==> src/rtl/prog_loader.sv <==
`default_nettype none
// ============================================================================
// Module   : prog_loader
// Purpose  : Boot-time program loader and memory-port owner for the 8-bit
//            HMMM core. A host word stream fills program/data memory while
//            the core is held in reset. The core is then released and runs
//            under a watchdog until the host stops it or the watchdog expires.
// Ports    : clk, reset        - clock, synchronous active-high reset
//            host_*            - load handshake (start/valid/data/last/ready)
//                                and run control (go/stop)
//            core_adr/we/wdata - core memory request, routed only in RUN
//            core_reset        - holds the core in reset outside RUN
//            mem_adr/we/wdata  - the single memory port
//            state             - IDLE=0 LOAD=1 LOADED=2 RUN=3 HALT=4
//            words_loaded      - words accepted in the current/last load
//            timeout           - last RUN was ended by the watchdog
// Revision : 1.0 - initial release
// ============================================================================
module prog_loader #(
    parameter int                ADDR_W     = 8,
    parameter int                DATA_W     = 15,
    parameter int                WDOG_W     = 16,
    parameter logic [WDOG_W-1:0] WDOG_LIMIT = 16'hFFFF
) (
    input  logic              clk,
    input  logic              reset,
    input  logic              host_start,
    input  logic              host_valid,
    input  logic [DATA_W-1:0] host_data,
    input  logic              host_last,
    output logic              host_ready,
    input  logic              host_go,
    input  logic              host_stop,
    input  logic [ADDR_W-1:0] core_adr,
    input  logic              core_we,
    input  logic [7:0]        core_wdata,
    output logic              core_reset,
    output logic [ADDR_W-1:0] mem_adr,
    output logic              mem_we,
    output logic [DATA_W-1:0] mem_wdata,
    output logic [2:0]        state,
    output logic [ADDR_W:0]   words_loaded,
    output logic              timeout
);

    localparam logic [2:0] c_IDLE   = 3'd0;
    localparam logic [2:0] c_LOAD   = 3'd1;
    localparam logic [2:0] c_LOADED = 3'd2;
    localparam logic [2:0] c_RUN    = 3'd3;
    localparam logic [2:0] c_HALT   = 3'd4;

    // A zero limit turns the watchdog off entirely.
    localparam logic c_WDOG_EN = (WDOG_LIMIT != '0);

    logic [2:0]        r_state;
    logic [2:0]        w_next;
    logic [ADDR_W-1:0] r_ptr;
    logic [ADDR_W:0]   r_words;
    logic              r_timeout;
    logic [WDOG_W-1:0] r_wdog;

    logic w_xfer;
    logic w_ptr_end;
    logic w_wdog_hit;
    logic w_enter_load;
    logic w_enter_run;

    // host_ready is high for the whole of LOAD, so a transfer is just valid.
    assign w_xfer     = (r_state == c_LOAD) && host_valid;
    assign w_ptr_end  = (r_ptr == {ADDR_W{1'b1}});
    assign w_wdog_hit = c_WDOG_EN && (r_wdog == WDOG_LIMIT);

    assign w_enter_load = (r_state != c_LOAD) && (w_next == c_LOAD);
    assign w_enter_run  = (r_state != c_RUN)  && (w_next == c_RUN);

    // ------------------------------------------------------------------
    // State register
    // ------------------------------------------------------------------
    always_ff @(posedge clk) begin
        if (reset) begin
            r_state <= c_IDLE;
        end else begin
            r_state <= w_next;
        end
    end

    // ------------------------------------------------------------------
    // Next-state logic. host_start has priority over host_go wherever
    // both are honoured; host_stop has priority over the watchdog.
    // ------------------------------------------------------------------
    always_comb begin
        w_next = r_state;
        case (r_state)
            c_IDLE: begin
                if (host_start) w_next = c_LOAD;
            end
            c_LOAD: begin
                // The 256th word closes the image even without host_last.
                if (w_xfer && (host_last || w_ptr_end)) w_next = c_LOADED;
            end
            c_LOADED, c_HALT: begin
                if (host_start)   w_next = c_LOAD;
                else if (host_go) w_next = c_RUN;
            end
            c_RUN: begin
                if (host_stop)       w_next = c_HALT;
                else if (w_wdog_hit) w_next = c_HALT;
            end
            default: w_next = c_IDLE;
        endcase
    end

    // ------------------------------------------------------------------
    // Output decode. Ready, core reset and the port mux depend on the
    // state register only; mem_we in LOAD follows host_valid directly so
    // each word is written in the cycle it is offered.
    // ------------------------------------------------------------------
    always_comb begin
        host_ready = 1'b0;
        core_reset = 1'b1;
        mem_adr    = r_ptr;
        mem_we     = 1'b0;
        mem_wdata  = '0;
        case (r_state)
            c_LOAD: begin
                host_ready = 1'b1;
                mem_we     = host_valid;
                mem_wdata  = host_data;
            end
            c_RUN: begin
                core_reset = 1'b0;
                mem_adr    = core_adr;
                mem_we     = core_we;
                mem_wdata  = {{(DATA_W-8){1'b0}}, core_wdata};
            end
            default: begin
                host_ready = 1'b0;
            end
        endcase
    end

    // ------------------------------------------------------------------
    // Load pointer, word count, watchdog and timeout flag
    // ------------------------------------------------------------------
    always_ff @(posedge clk) begin
        if (reset) begin
            r_ptr     <= '0;
            r_words   <= '0;
            r_timeout <= 1'b0;
            r_wdog    <= '0;
        end else begin
            if (w_enter_load) begin
                r_ptr   <= '0;
                r_words <= '0;
            end else if (w_xfer) begin
                // The pointer wraps to 0 after address 255 by overflow.
                r_ptr   <= r_ptr + 1'b1;
                r_words <= r_words + 1'b1;
            end

            if (w_enter_run) begin
                r_wdog <= '0;
            end else if (r_state == c_RUN) begin
                r_wdog <= r_wdog + 1'b1;
            end

            // The flag describes the most recent run only, so a new load
            // or a new run clears it; it then holds through HALT.
            if (w_enter_load || w_enter_run) begin
                r_timeout <= 1'b0;
            end else if ((r_state == c_RUN) && !host_stop && w_wdog_hit) begin
                r_timeout <= 1'b1;
            end
        end
    end

    assign state        = r_state;
    assign words_loaded = r_words;
    assign timeout      = r_timeout;

endmodule
`default_nettype wire

==> config.mk <==
export PLATFORM = sky130hd
export DESIGN_NAME = prog_loader
export DESIGN_NICKNAME = d
export VERILOG_FILES = /design/src/rtl/prog_loader.sv
export SDC_FILE = /design/constraint.sdc
export NUM_CORES = 1
export LEC_CHECK = 0
export CORE_MARGIN = 2
export CORE_UTILIZATION = 50
export CTS_BUF_LIST = sky130_fd_sc_hd__clkbuf_16
export DETAILED_ROUTE_END_ITERATION = 10
export DONT_BUFFER_PORTS = 1
export MAX_ROUTING_LAYER = met4
export PLACE_DENSITY = 0.76
export SLEW_MARGIN = 20
export SYNTH_ARGS = -nofsm -noshare
export SYNTH_HDL_FRONTEND = slang
export SYNTH_SLANG_ARGS = --single-unit
==> constraint.sdc <==
create_clock -name clk -period 2.5 [get_ports clk]
set_input_delay 0.625 -clock clk [delete_from_list [all_inputs] [get_ports clk]]
set_output_delay 0.625 -clock clk [all_outputs]
set_load 0.005 [all_outputs]
==> flow_metrics.tcl, run 1 <==
set metrics [dict create \
    status "completed" \
    cts-root-buf "clkbuf_16" \
    fin_skew_ps 8.651 \
    p_sw_w 0.0003137 \
    synth_top_area_share_pct 33.85 \
    endpoint_kind "output pin" \
    syn_area_um2 2188 \
    fillCellCount 381 \
    htreeDepth 2 \
    grt-ovfl-total 0 \
    async_flop_share_pct 0 \
    critPathTopFamily "simple AND/OR/NAND/NOR gates" \
    whs_path_depth 1 \
    reg2reg_depth 6 \
    syn_nets 291 \
    instances_no_fill 301 \
    cts_buffers 5 \
    drv_cap 0 \
    synth_top_area_cell "dfxtp_1" \
    synthSimpleGateAreaFrac_pct 29.16 \
    cp_max_fo 12 \
    cellPowerDensity_nw_per_um2 550.4 \
    power_leakage_nw 0.8321 \
    path_buf_inv 1 \
    clkPwrFrac_pct 46.2 \
    grt_pass1_wl_um 8031 \
    setup_ws_ps 170.2 \
    antenna_found_initial 0 \
    synth_compound_area_share_pct 18.07 \
    ys_seq_area_share_pct 33.85 \
    max_stage_delay_ps 530 \
    p_comb_share_pct 7.8 \
    clk_pin_slew_ps 60 \
    synth-edff-count 0 \
    vias 1835 \
    fin_crit_sh_pct 93.19 \
    fin_nets 290 \
    maxSlewViolCount 0 \
    place_congestion 0.8219 \
    synth.distinct_cells 45 \
    rsz0062_at_grt "no" \
    hold_violations 0 \
    synthAdderAreaFrac_pct 1.715 \
    grt_max_degree 35 \
    r2r-start "r_wdog[0]" \
    path_cells "nor3b_2 > buf_4 > and2_1" \
    cpMaxStageDelayCell "dfxtp_1" \
    grt_pass1_vias 1711 \
    dp_hpwl_um 3396 \
    ant_nets 0 \
    cts_resized 0 \
    clk_path_buf_depth 2 \
    fin_setup_tns_ps 0 \
    die_area_um2 4922 \
    rows 24 \
    worstHoldEndpoint "r_wdog[0]" \
    n_antenna_cell 0 \
    synthFlopType "dfxtp_1" \
    synth_xor_area_share_pct 10.81 \
    drtPass1Iterations 4 \
    ys_warn_count 0 \
    synthTopCellsByCount "dfxtp_1, nand2_1, nor3_1" \
    synth_cells 249 \
    boundaryPins 78 \
    worstHoldPathType "in2reg" \
    synthMuxAreaShare_pct 1.830 \
    clkSinkCount 37 \
    synthTopCellsByArea "dfxtp_1, nand2_1, xor2_1, a211oi_2, xnor2_1" \
    crit_type "reg2out" \
    layout-drive-gt1-share_pct 13.25 \
    p_int_w 0.0009974 \
    fmax_mhz 429.2 \
    io_buffers 0 \
    ys_seq_elements 37 \
    dpl_worst_slack_ps 356.2 \
    hold_buffers 0 \
    power.share.switching_pct 23.93 \
    yosysMostFrequentCell "dfxtp_1" \
    avgSynthCellArea_um2 8.789 \
    drt_iter0_drc 70 \
    initial_core_util_pct 50.96 \
    grtUsageTotal_pct 20.84 \
    crit_arrival_ps 1700 \
    post_cts_buffers 0 \
    period_minus_slack_ps 2330 \
    cts_tree "done" \
    r2r_slack_ps 430 \
    wl_per_cell_um 15.89 \
    via_per_inst 6.096 \
    crit_required_ps 1880 \
    ir_drop_v 0.0003800 \
    core_um2 4294 \
    die_x_um 70.16 \
    setup_violations 0 \
    fp.dieH_um 70.16 \
    crit_path_start_kind "flip-flop" \
    holdCritStartpoint "reset" \
    drc 0 \
    post-route-util_pct 55.48 \
    seqPwrFrac_pct 46.0 \
    placedCellCount 293 \
    syn_to_final_growth_pct 8.862 \
    worst_slew_pin_slew_ps 669.4 \
    drt-total-wl_um 4784 \
    reg2reg_to "r_wdog[10]" \
    synth_top_family_by_area "simple AND/OR/NAND/NOR gates" \
    relSlewSlack_pct 55.23 \
    clock_latency_ps 280 \
]
-- power by group through the flow --
stage | sequential (W) | combinational [W] | clock, W
final | 0.000603 | 0.000103 | 0.000606
after global routing | 0.000603 | 0.000111 | 0.000627
after CTS | 0.000602 | 0.000101 | 0.000607
after detailed placement | 0.000615 | 0.000101 | 0
after global placement | 0.000615 | 0.000101 | 0
after floorplan | 0.000611 | 0.0000929 | 0
-- placed cells by master (no fill, tap or decap), types with 2 or more instances in the layout --
| cell type | count |
|---|---|
| a2111oi_2 | 2 |
| a211oi_1 | 5 |
| a211oi_2 | 9 |
| a21o_1 | 2 |
| a21oi_1 | 5 |
| a22o_1 | 8 |
| and2_1 | 8 |
| and3_1 | 5 |
| and4_1 | 2 |
| buf_4 | 8 |
| clkbuf_16 | 5 |
| dfxtp_1 | 37 |
| ha_1 | 3 |
| inv_1 | 5 |
| mux2i_1 | 4 |
| nand2_1 | 36 |
| nand2b_1 | 2 |
| nand3_1 | 8 |
| nand4_1 | 12 |
| nand4b_1 | 2 |
| nor2_1 | 5 |
| nor3_1 | 20 |
| nor4_1 | 6 |
| o21a_1 | 2 |
| o21ai_0 | 2 |
| xnor2_1 | 12 |
| xor2_1 | 15 |
-- routing by layer --
metal	GRT usage, %	part of all wire (%)	up-vias
met4	6.197	1.2	0
met2	33.76	46	86
met5	-	0	-
li1	-	-	907
met1	25.70	45	838
met3	5.339	7.8	4
-- worst reg2reg max path, stage by stage, from the launching register on --
cell and delay, ps:
dfxtp_1 460, ha_1 250, nand3_1 140, nor4_4 420, o211ai_4 260, buf_4 240
a211oi_1 200
-- flip-flops by register name (all words and copies together) (netlist names) --
register,count
timeout,1
words_loaded,9
state,3
r_ptr,8
r_wdog,16
-- area by class of cell --
class / instances / area (um2) / share of cell area, %
clock buffers: 5 / 125.1 / 5.252
clock inverters: 3 / 17.52 / 0.7353
inverters: 5 / 18.77 / 0.7878
multi-input cells: 191 / 1355 / 56.88
flip-flops and latches: 37 / 740.7 / 31.09
well taps: 52 / 65.06 / 2.731
repair buffers: 8 / 60.06 / 2.521
-- stage by stage --
step                cell area (um2)  hold slack [ps]  total power [W]
floorplan                      2188            475.4        0.0007044
global placement               2232            521.3        0.0007159
detailed placement             2232            527.2        0.0007162
CTS                            2375            406.4         0.001311
global route                   2382            405.7         0.001342
finish                         2382            409.7         0.001311
-- logic make-up (layout without fill, tap and decap cells) --
family,after synthesis,in the layout
compound gates,43,43
xor+xnor,27,27
fa+ha+maj,3,3
buf+inv,21,21
flops,37,37
mux,4,4
simple gates,114,114
-- worst max-delay path by stage --
stage               start         endpoint  depth (start not counted)
3_5_place_dp   host_valid  words_loaded[2]                          3
5_1_grt          state[0]    mem_wdata[11]                          3
2_1_floorplan  host_valid           mem_we                          4
3_3_place_gp   host_valid  words_loaded[2]                          3
6_report         state[0]    mem_wdata[11]                          3
4_1_cts          state[0]    mem_wdata[11]                          3
No activity file was read; power rests on OpenSTA's default activity.
==> run 2, diff against run 1 <==
- CAP_MARGIN: not set -> 20
- CORE_ASPECT_RATIO: not set -> 0.9
- clock period: 2.5 -> 2.9 ns (I/O delays scaled with it)
==> flow_metrics.tcl, run 2 (synthesized netlist as in run 1, its figures left out) <==
set metrics [dict create \
    clk_path_buf_depth 2 \
    worst_slew_pin_slew_ps 712.0 \
    via_per_inst 6.235 \
    vias 1827 \
    p_comb_share_pct 6.9 \
    instances_no_fill 293 \
    cpMaxStageDelayCell "dfxtp_1" \
    place_congestion 0.8186 \
    io_buffers 0 \
    most-common-layout-cells "dfxtp_1, nand2_1, nor3_1" \
    p_sw_w 0.0002690 \
    antenna_found_initial 0 \
    power_leakage_nw 0.8192 \
    crit_path_start_kind "flip-flop" \
    placedCellCount 285 \
    power.share.switching_pct 22.22 \
    drtPass1Iterations 4 \
    grt_pass1_wl_um 7741 \
    layout-drive-gt1-share_pct 11.84 \
    fin_setup_tns_ps 0 \
    clock_latency_ps 280 \
    grt_pass1_vias 1581 \
    n_antenna_cell 0 \
    ant_nets 0 \
    crit_required_ps 2170 \
    status "completed" \
    crit_arrival_ps 1900 \
    cts_resized 0 \
    drt_iter0_drc 108 \
    timing.critical_path.mode_cell "nand2_1" \
    fin_nets 286 \
    fp.dieH_um 66.76 \
    hold_violations 0 \
    drt-total-wl_um 4915 \
    cts_buffers 5 \
    rsz0062_at_grt "no" \
    fin_crit_sh_pct 90.36 \
    hold_buffers 0 \
    max_stage_delay_ps 560 \
    post_cts_buffers 0 \
    regMostFlops "r_wdog" \
    rows 22 \
    initial_core_util_pct 53.00 \
    post-route-util_pct 57.42 \
    clkSinkCount 37 \
    htreeDepth 2 \
    endpoint_kind "output pin" \
    path_cells "and3b_1 > inv_1 > nand2_1 > nand2_1" \
    maxSlewViolCount 0 \
    fmax_mhz 381.6 \
    die_x_um 73.74 \
    grt-ovfl-total 0 \
    largest_register_ff_count 16 \
    crit_type "reg2out" \
    grt_max_degree 35 \
    relSlewSlack_pct 52.38 \
    boundaryPins 78 \
    mostFrequentLayoutCell "dfxtp_1" \
    cellPowerDensity_nw_per_um2 510.6 \
    grtUsageTotal_pct 21.06 \
    ir_drop_v 0.0003621 \
    drv_cap 0 \
    wl_per_cell_um 16.77 \
    clk_pin_slew_ps 60 \
    period_minus_slack_ps 2620 \
    dp_hpwl_um 3415 \
    fin_skew_ps 8.723 \
    cts_tree "done" \
    drc 0 \
    seqPwrFrac_pct 42.9 \
    setup_violations 0 \
    cp_max_fo 12 \
    clkPwrFrac_pct 50.2 \
    cts-root-buf "clkbuf_16" \
    p_int_w 0.0009416 \
    worstHoldPathType "in2reg" \
    core_um2 4129 \
    die_area_um2 4923 \
    syn_to_final_growth_pct 8.347 \
]
run 2: cell count changes in the layout (fill, tap and decap cells not counted):
cell / delta
buf_4: -4
bufinv_16: +1
clkinv_2: -1
clkinv_4: -1
clkinvlp_4: +1
run 2: worst paths after layout:
| check | startpoint | end | slack (ps) | cells past startpoint |
|---|---|---|---|---|
| max | state[1] | mem_adr[7] | 280 | 4 |
| min | reset | r_wdog[7] | 500 | 1 |
| max reg2reg | state[1] | r_wdog[1] | 670 | 4 |
| min reg2reg | timeout | timeout | 550 | 2 |
run 2: per-stage QoR:
step	hold slack, ps	worst slack, ps	total power [W]	area (um2)
after floorplan	475.4	725.0	0.0006072	2188
after global placement	537.8	614.5	0.0006100	2197
after CTS	501.6	287.5	0.001210	2364
final	502.8	279.7	0.001211	2371
after detailed placement	541.3	556.8	0.0006107	2197
after global routing	497.5	160.5	0.001242	2371
run 2: worst max-delay path, delay by kind of cell (launching register included):
family                 cells  cell delay [ps]
buffers and inverters      1              320
and+or+nand+nor            3              740
DFF                        1              560
run 2: power by group through the flow:
stage          registers, W  clock network, W  logic [W]
2_1_floorplan      0.000527                 0  0.0000801
3_3_place_gp       0.000530                 0  0.0000800
3_5_place_dp       0.000530                 0  0.0000807
4_1_cts            0.000519          0.000609  0.0000823
5_1_grt            0.000520          0.000632  0.0000907
6_report           0.000519          0.000607  0.0000841
run 2: cell type report:
cell class,instances,area (um2)
well taps,48,60.06
inverters,5,18.77
repair buffers,4,30.03
flip-flops and latches,37,740.7
multi-input cells,191,1355
clock inverters,3,41.29
clock buffers,5,125.1
fillers,378,1758
run 2: routing by layer:
layer	share of wire, %	global-route usage [%]	vias up	wire, um
met4	0.90	5.455	0	44
met5	0	-	-	0
met2	44	32.59	86	2169
met3	9.1	4.992	7	448
li1	-	-	909	-
met1	46	27.69	825	2252
==> RTL edit 1: new RTL, flow settings as in run 1 <==
Register the output `timeout` once more, cleared by the reset; this adds one clock of latency there. The other outputs are not delayed to match.
--- a/src/rtl/prog_loader.sv
+++ b/src/rtl/prog_loader.sv
@@ -177,5 +177,11 @@
     assign state        = r_state;
     assign words_loaded = r_words;
-    assign timeout      = r_timeout;
+    always_ff @(posedge clk) begin
+        if (reset) begin
+            timeout <= '0;
+        end else begin
+            timeout <= r_timeout;
+        end
+    end
 
 endmodule
Formal check against the unedited RTL: same outputs for any inputs over 10 cycles, from zero or initial values and one cycle with reset high; that may be too few to reach the edited logic, so the function may still have changed.
==> RTL edit 1 against run 1 <==
  * Wire length rose by 0.10%
  * Clock power rose by 33%
  * Via count increased by 2.1%
  * Setup slack better by 0.092 ns
  * Sequential cell count up 1
  * Die area rose by 1.1%
  * First-iteration DRC count increased by 96%
  * Final area is 2.1% higher
  * Count of clock-buffer cells in the layout did not move
  * Largest power group unchanged
  * Area after synthesis is 1.2% higher
  * Maximum frequency grew 4.1%
  * Total power up 16%
  * Register-to-register slack lost 0.09 ns
==> RTL edit 1: results (changes against run 1) <==
Cells and area
  – Share of layout cells above drive strength 1: 12.1% (-1.2 points)
  – Fillers: 414 (+8.7%)
  – Max FFs per register: 16 (unchanged)
  – Nets: 289 (-0.34%)
  – Biggest register: r_wdog
  – Antenna cells: 0 (unchanged)

Pwr
  – Leak: 0.849 nW (+2.0%)
  – Peak supply drop: 0.371 mV (-2.3%)

Synth
  – Syn. warnings: 0 (unchanged)
  – Most frequent cells after synthesis: 38 x dfxtp_1, 36 x nand2_1, 20 x nor3_1, 15 x xor2_1
  – Largest cells by area after synthesis: dfxtp_1 34%, nand2_1 6.1%, xor2_1 5.9%, a211oi_2 5.6%, xnor2_1 4.7%
  – Syn_nets: 293 (+0.69%)
  – Post-synthesis sequential area ratio: 34.4% (+0.50 points)
  – Ys flop type: dfxtp_1
  – Async SR Flop Fraction: 0% (unchanged)
  – Library cells used by synthesis: 45 (unchanged)

Routing
  – Drt pass-1 iters: 4 (unchanged)
  – Routed wire length: 4790 um (+0.10%)
  – DR iter-0 viols: 137 (+96%)
  – Via/cell ratio: 6.24 (+2.4%)

Clock network
  – H-tree depth: 2 (unchanged)
  – Postcts setup bufs: 0 (unchanged)
  – CTS Buf Count: 5 (unchanged)
  – CTS Root Buffer Type: clkbuf_16
  – Clk slew on worst S/H paths: 0.06 ns (about the same)
  – Clk buf depth: 2 (unchanged)
  – Post-CTS Resized: 0 (unchanged)
  – Clk_lat worst skew: 0.28 ns (about the same)

Min path
  – HP Class: in -> reg

Critical path
  – Critical path fanouts, max: 13 (+1)
  – WP data arrival: 1.61 ns (-0.09 ns)

Place
  – Port Buffer Count: 0 (unchanged)
  – DP HPWL: 3380 um (-0.58%)
  – Final RePlAce weighted congestion: 0.824 (+0.30%)

GRT
  – Initial antenna violation count: 0 (unchanged)
  – Total track usage: 20.6% (-0.26 points)
  – Vias in the first global route: 1,674 (-2.2%)
  – Largest net degree at the start of global routing: 36 (+2.9%)
  – First-pass GRT wire length: 8040 um (about the same)

Run status
  – Outcome: completed

Timing
  – Final setup skew: 0.00462 ns (-0.00403 ns)
  – Worst slew pin tran: 0.689 ns (+0.0196 ns)
[RTL edit 1: layer usage]
metal | vias to the layer above | global-route usage [%] | wire [um]
li1 | 911 | - | -
met1 | 876 | 26.5 | 2190
met2 | 80 | 32.1 | 2210
met3 | 6 | 5.27 | 313
met4 | 0 | 6.29 | 69
met5 | - | - | 0
[RTL edit 1: power breakdown]
group	switching, mW	internal, mW
clock network	0.240	0.568
registers	0.00829	0.610
logic	0.0634	0.0330
[RTL edit 1: final timing paths]
check	startpoint	end	slack, ns	depth (start not counted)
worst max register to register	state[1]	r_wdog[1]	0.34	5
worst min-delay path	reset	words_loaded[8]	0.42	1
worst max-delay path	state[0]	mem_we	0.26	3
worst min register to register	r_timeout	timeout	0.47	1
[RTL edit 1: final cells by class]
| type | count | area [um2] | area share [%] |
|---|---|---|---|
| timing repair buffer | 5 | 37.5 | 1.54 |
| tap | 52 | 65.1 | 2.67 |
| sequential | 38 | 761 | 31.3 |
| clock inverter | 3 | 63.8 | 2.62 |
| inverter | 5 | 18.8 | 0.772 |
| clock buffer | 5 | 125 | 5.14 |
| multi-input combinational | 192 | 1360 | 56.0 |
[RTL edit 1: cell families after synthesis]
family | after synthesis | synth area share (%)
compound gates | 43 | 17.9
xor+xnor | 27 | 10.7
fa+ha+maj | 3 | 1.70
buf+inv | 21 | 4.52
flops | 38 | 34.4
mux | 4 | 1.81
simple gates | 115 | 29.1
[RTL edit 1: metrics by stage]
stage | instance area (um2) | power, mW | std cells | setup WS, ns
detailed placement | 2240 | 0.725 | 292 | 0.316
finish | 2430 | 1.52 | 300 | 0.262
CTS | 2420 | 1.53 | 300 | 0.261
floorplan | 2210 | 0.721 | 251 | 0.525
global placement | 2240 | 0.725 | 292 | 0.339
global route | 2430 | 1.57 | 300 | 0.133
[RTL edit 1: worst max-delay path, stage by stage, from the launching register on]
cell	delay (ns)
dfxtp_1	0.51
and4bb_2	0.48
buf_4	0.23
a21o_1	0.11
==> RTL edit 2: new RTL, config.mk and constraints of run 1 <==
Without the edit above. `ADDR_W`: 8 -> 9.
--- a/src/rtl/prog_loader.sv
+++ b/src/rtl/prog_loader.sv
@@ -18,5 +18,5 @@
 // ============================================================================
 module prog_loader #(
-    parameter int                ADDR_W     = 8,
+    parameter int                ADDR_W     = 9,
     parameter int                DATA_W     = 15,
     parameter int                WDOG_W     = 16,
Interface: changed (resized core_adr, mem_adr and words_loaded); port bits go from 78 to 81. The function was not compared with the original's and may differ.
==> RTL edit 2 against run 1 <==
  * Wire length down 9.2%
  * Maximum frequency grew 6.8%
  * Critical path type unchanged
  * Setup slack improved by 0.15 ns
  * Sequential cell count up 2
  * First-iteration DRC count is 120% higher
  * Cell count grew 2.3%
  * Via count decreased by 4.1%
  * Final area shrank 4.7%
  * Total power grew 7.8%
  * Area after synthesis is 5.9% lower
==> RTL edit 2: results (changes against run 1) <==
Synth
  – Synth Instances: 260 (+4.4%)
  – Most frequent cells after synthesis: 46 x nand2_1, 39 x dfxtp_1, 27 x nor2_1, 15 x a21oi_1, 14 x xor2_1
  – Post-synthesis sequential area ratio: 37.9% (+4.1 points)
  – Largest cells by area after synthesis: dfxtp_1 38%, nand2_1 8.4%, xor2_1 6.0%, nor2_1 4.9%, xnor2_1 4.7%
  – Ys flop type: dfxtp_1
  – Syn. warnings: 0 (unchanged)
  – Syn_nets: 304 (+4.5%)
  – Library cells used by synthesis: 37 (-18%)
  – Async SR Flop Fraction: 0% (unchanged)

Routing
  – Routed wire length: 4340 um (-9.2%)
  – Vias: 1,760 (-4.1%)
  – Via/cell ratio: 5.71 (-6.3%)
  – DR iter-0 viols: 155 (+120%)
  – Drt pass-1 iters: 4 (unchanged)

GRT
  – First-pass GRT wire length: 7020 um (-13%)
  – Largest net degree at the start of global routing: 24 (-31%)
  – Initial antenna violation count: 0 (unchanged)
  – Total track usage: 20.6% (-0.21 points)
  – Vias in the first global route: 1,526 (-11%)

Pwr
  – Switching Fraction: 20.8% (-3.2 points)
  – Peak supply drop: 0.429 mV (+13%)
  – Leak: 0.806 nW (-3.1%)

Clock network
  – Postcts setup bufs: 0 (unchanged)
  – Clk slew on worst S/H paths: 0.05 ns
  – H-tree depth: 2 (unchanged)
  – Clk buf depth: 2 (unchanged)
  – CTS Buf Count: 5 (unchanged)
  – CTS Root Buffer Type: clkbuf_16
  – Clk_lat worst skew: 0.28 ns (about the same)
  – Post-CTS Resized: 0 (unchanged)

Place
  – Final RePlAce weighted congestion: 0.782 (-4.9%)
  – Pre-CTS setup slack: 0.379 ns (+0.0226 ns)
  – Post-DP Area: 2110 um2 (-5.7%)
  – DP HPWL: 3060 um (-9.8%)

Cells and area
  – Share of layout cells above drive strength 1: 6.98% (-6.3 points)
  – Fillers: 379 (-0.52%)
  – Nets: 301 (+3.8%)
  – Biggest register: r_wdog
  – Max FFs per register: 16 (unchanged)

Timing
  – Final slew viol count: 0 (unchanged)
  – Final Hold Vio Count: 0 (unchanged)
  – Final setup skew: 0.00479 ns (-0.00387 ns)
  – Worst slew pin tran: 0.608 ns (-0.0612 ns)

Critical path
  – Critical path's top delay family: flip-flops
  – Critical path fanouts, max: 23 (+11)
  – Setup CP Type: reg -> out
  – WP data arrival: 1.56 ns (-0.14 ns)
  – Crit-path slowest cell: dfxtp_1
  – CP max stage delay: 0.55 ns (+0.02 ns)
  – Critical Path Start: state[1]

Run status
  – Outcome: completed

Min path
  – HP Class: in -> reg
==> RTL edit 2: cell count changes after synthesis, moves of 5 or more <==
cell and change:
a21oi_1 +10, nand2_1 +10, a211oi_2 -10, nor3_1 -17, nor2_1 +22, a211oi_1 -5
==> RTL edit 2: area by class of cell <==
class,count,area [um2],share of cell area [%]
clock buffer,5,125,5.51
sequential,39,781,34.4
multi-input combinational,201,1210,53.1
tap,50,62.6,2.76
clock inverter,3,38.8,1.71
inverter,5,18.8,0.827
timing repair buffer,5,37.5,1.65
==> RTL edit 2: power by group through the flow <==
stage	clock [mW]	sequential, mW	combinational [mW]
after global routing	0.751	0.634	0.0817
after detailed placement	0	0.647	0.0733
final	0.707	0.633	0.0732
after global placement	0	0.646	0.0727
after CTS	0.723	0.633	0.0736
after floorplan	0	0.644	0.0606
==> RTL edit 2: worst register-to-register path, cell delays in order, from the launching register on <==
cell and delay (ns):
dfxtp_1 0.55, and3b_1 0.26, inv_2 0.17, or3_4 0.47, or4_1 0.47, a21oi_1 0.15
==> RTL edit 2: per-layer routing <==
layer	share of wire, %	global-route usage (%)	vias up
li1	-	-	898
met1	47	27.7	806
met2	46	28.6	51
met3	5.7	7.57	5
met4	0.99	6.50	0
met5	0	-	-
==> RTL edit 2: logic make-up (layout without fill, tap and decap cells) <==
family	after synthesis	after routing	synth area share [%]
XOR/XNOR	25	25	10.6
flip-flops	39	39	37.9
adder cells (fa/ha/maj)	4	4	2.43
buffers and inverters	20	18	4.07
AND/OR/NAND/NOR	132	132	32.3
AO/OA/AOI/OAI	40	40	12.7
==> RTL edit 2: path summary, 6_finish.rpt <==
path	endpoint	slack (ns)	depth (start not counted)
worst max-delay path	mem_wdata[7]	0.32	3
worst min-delay path	timeout	0.42	1
worst max register to register	r_wdog[14]	0.36	5
worst min register to register	r_wdog[1]	0.48	2
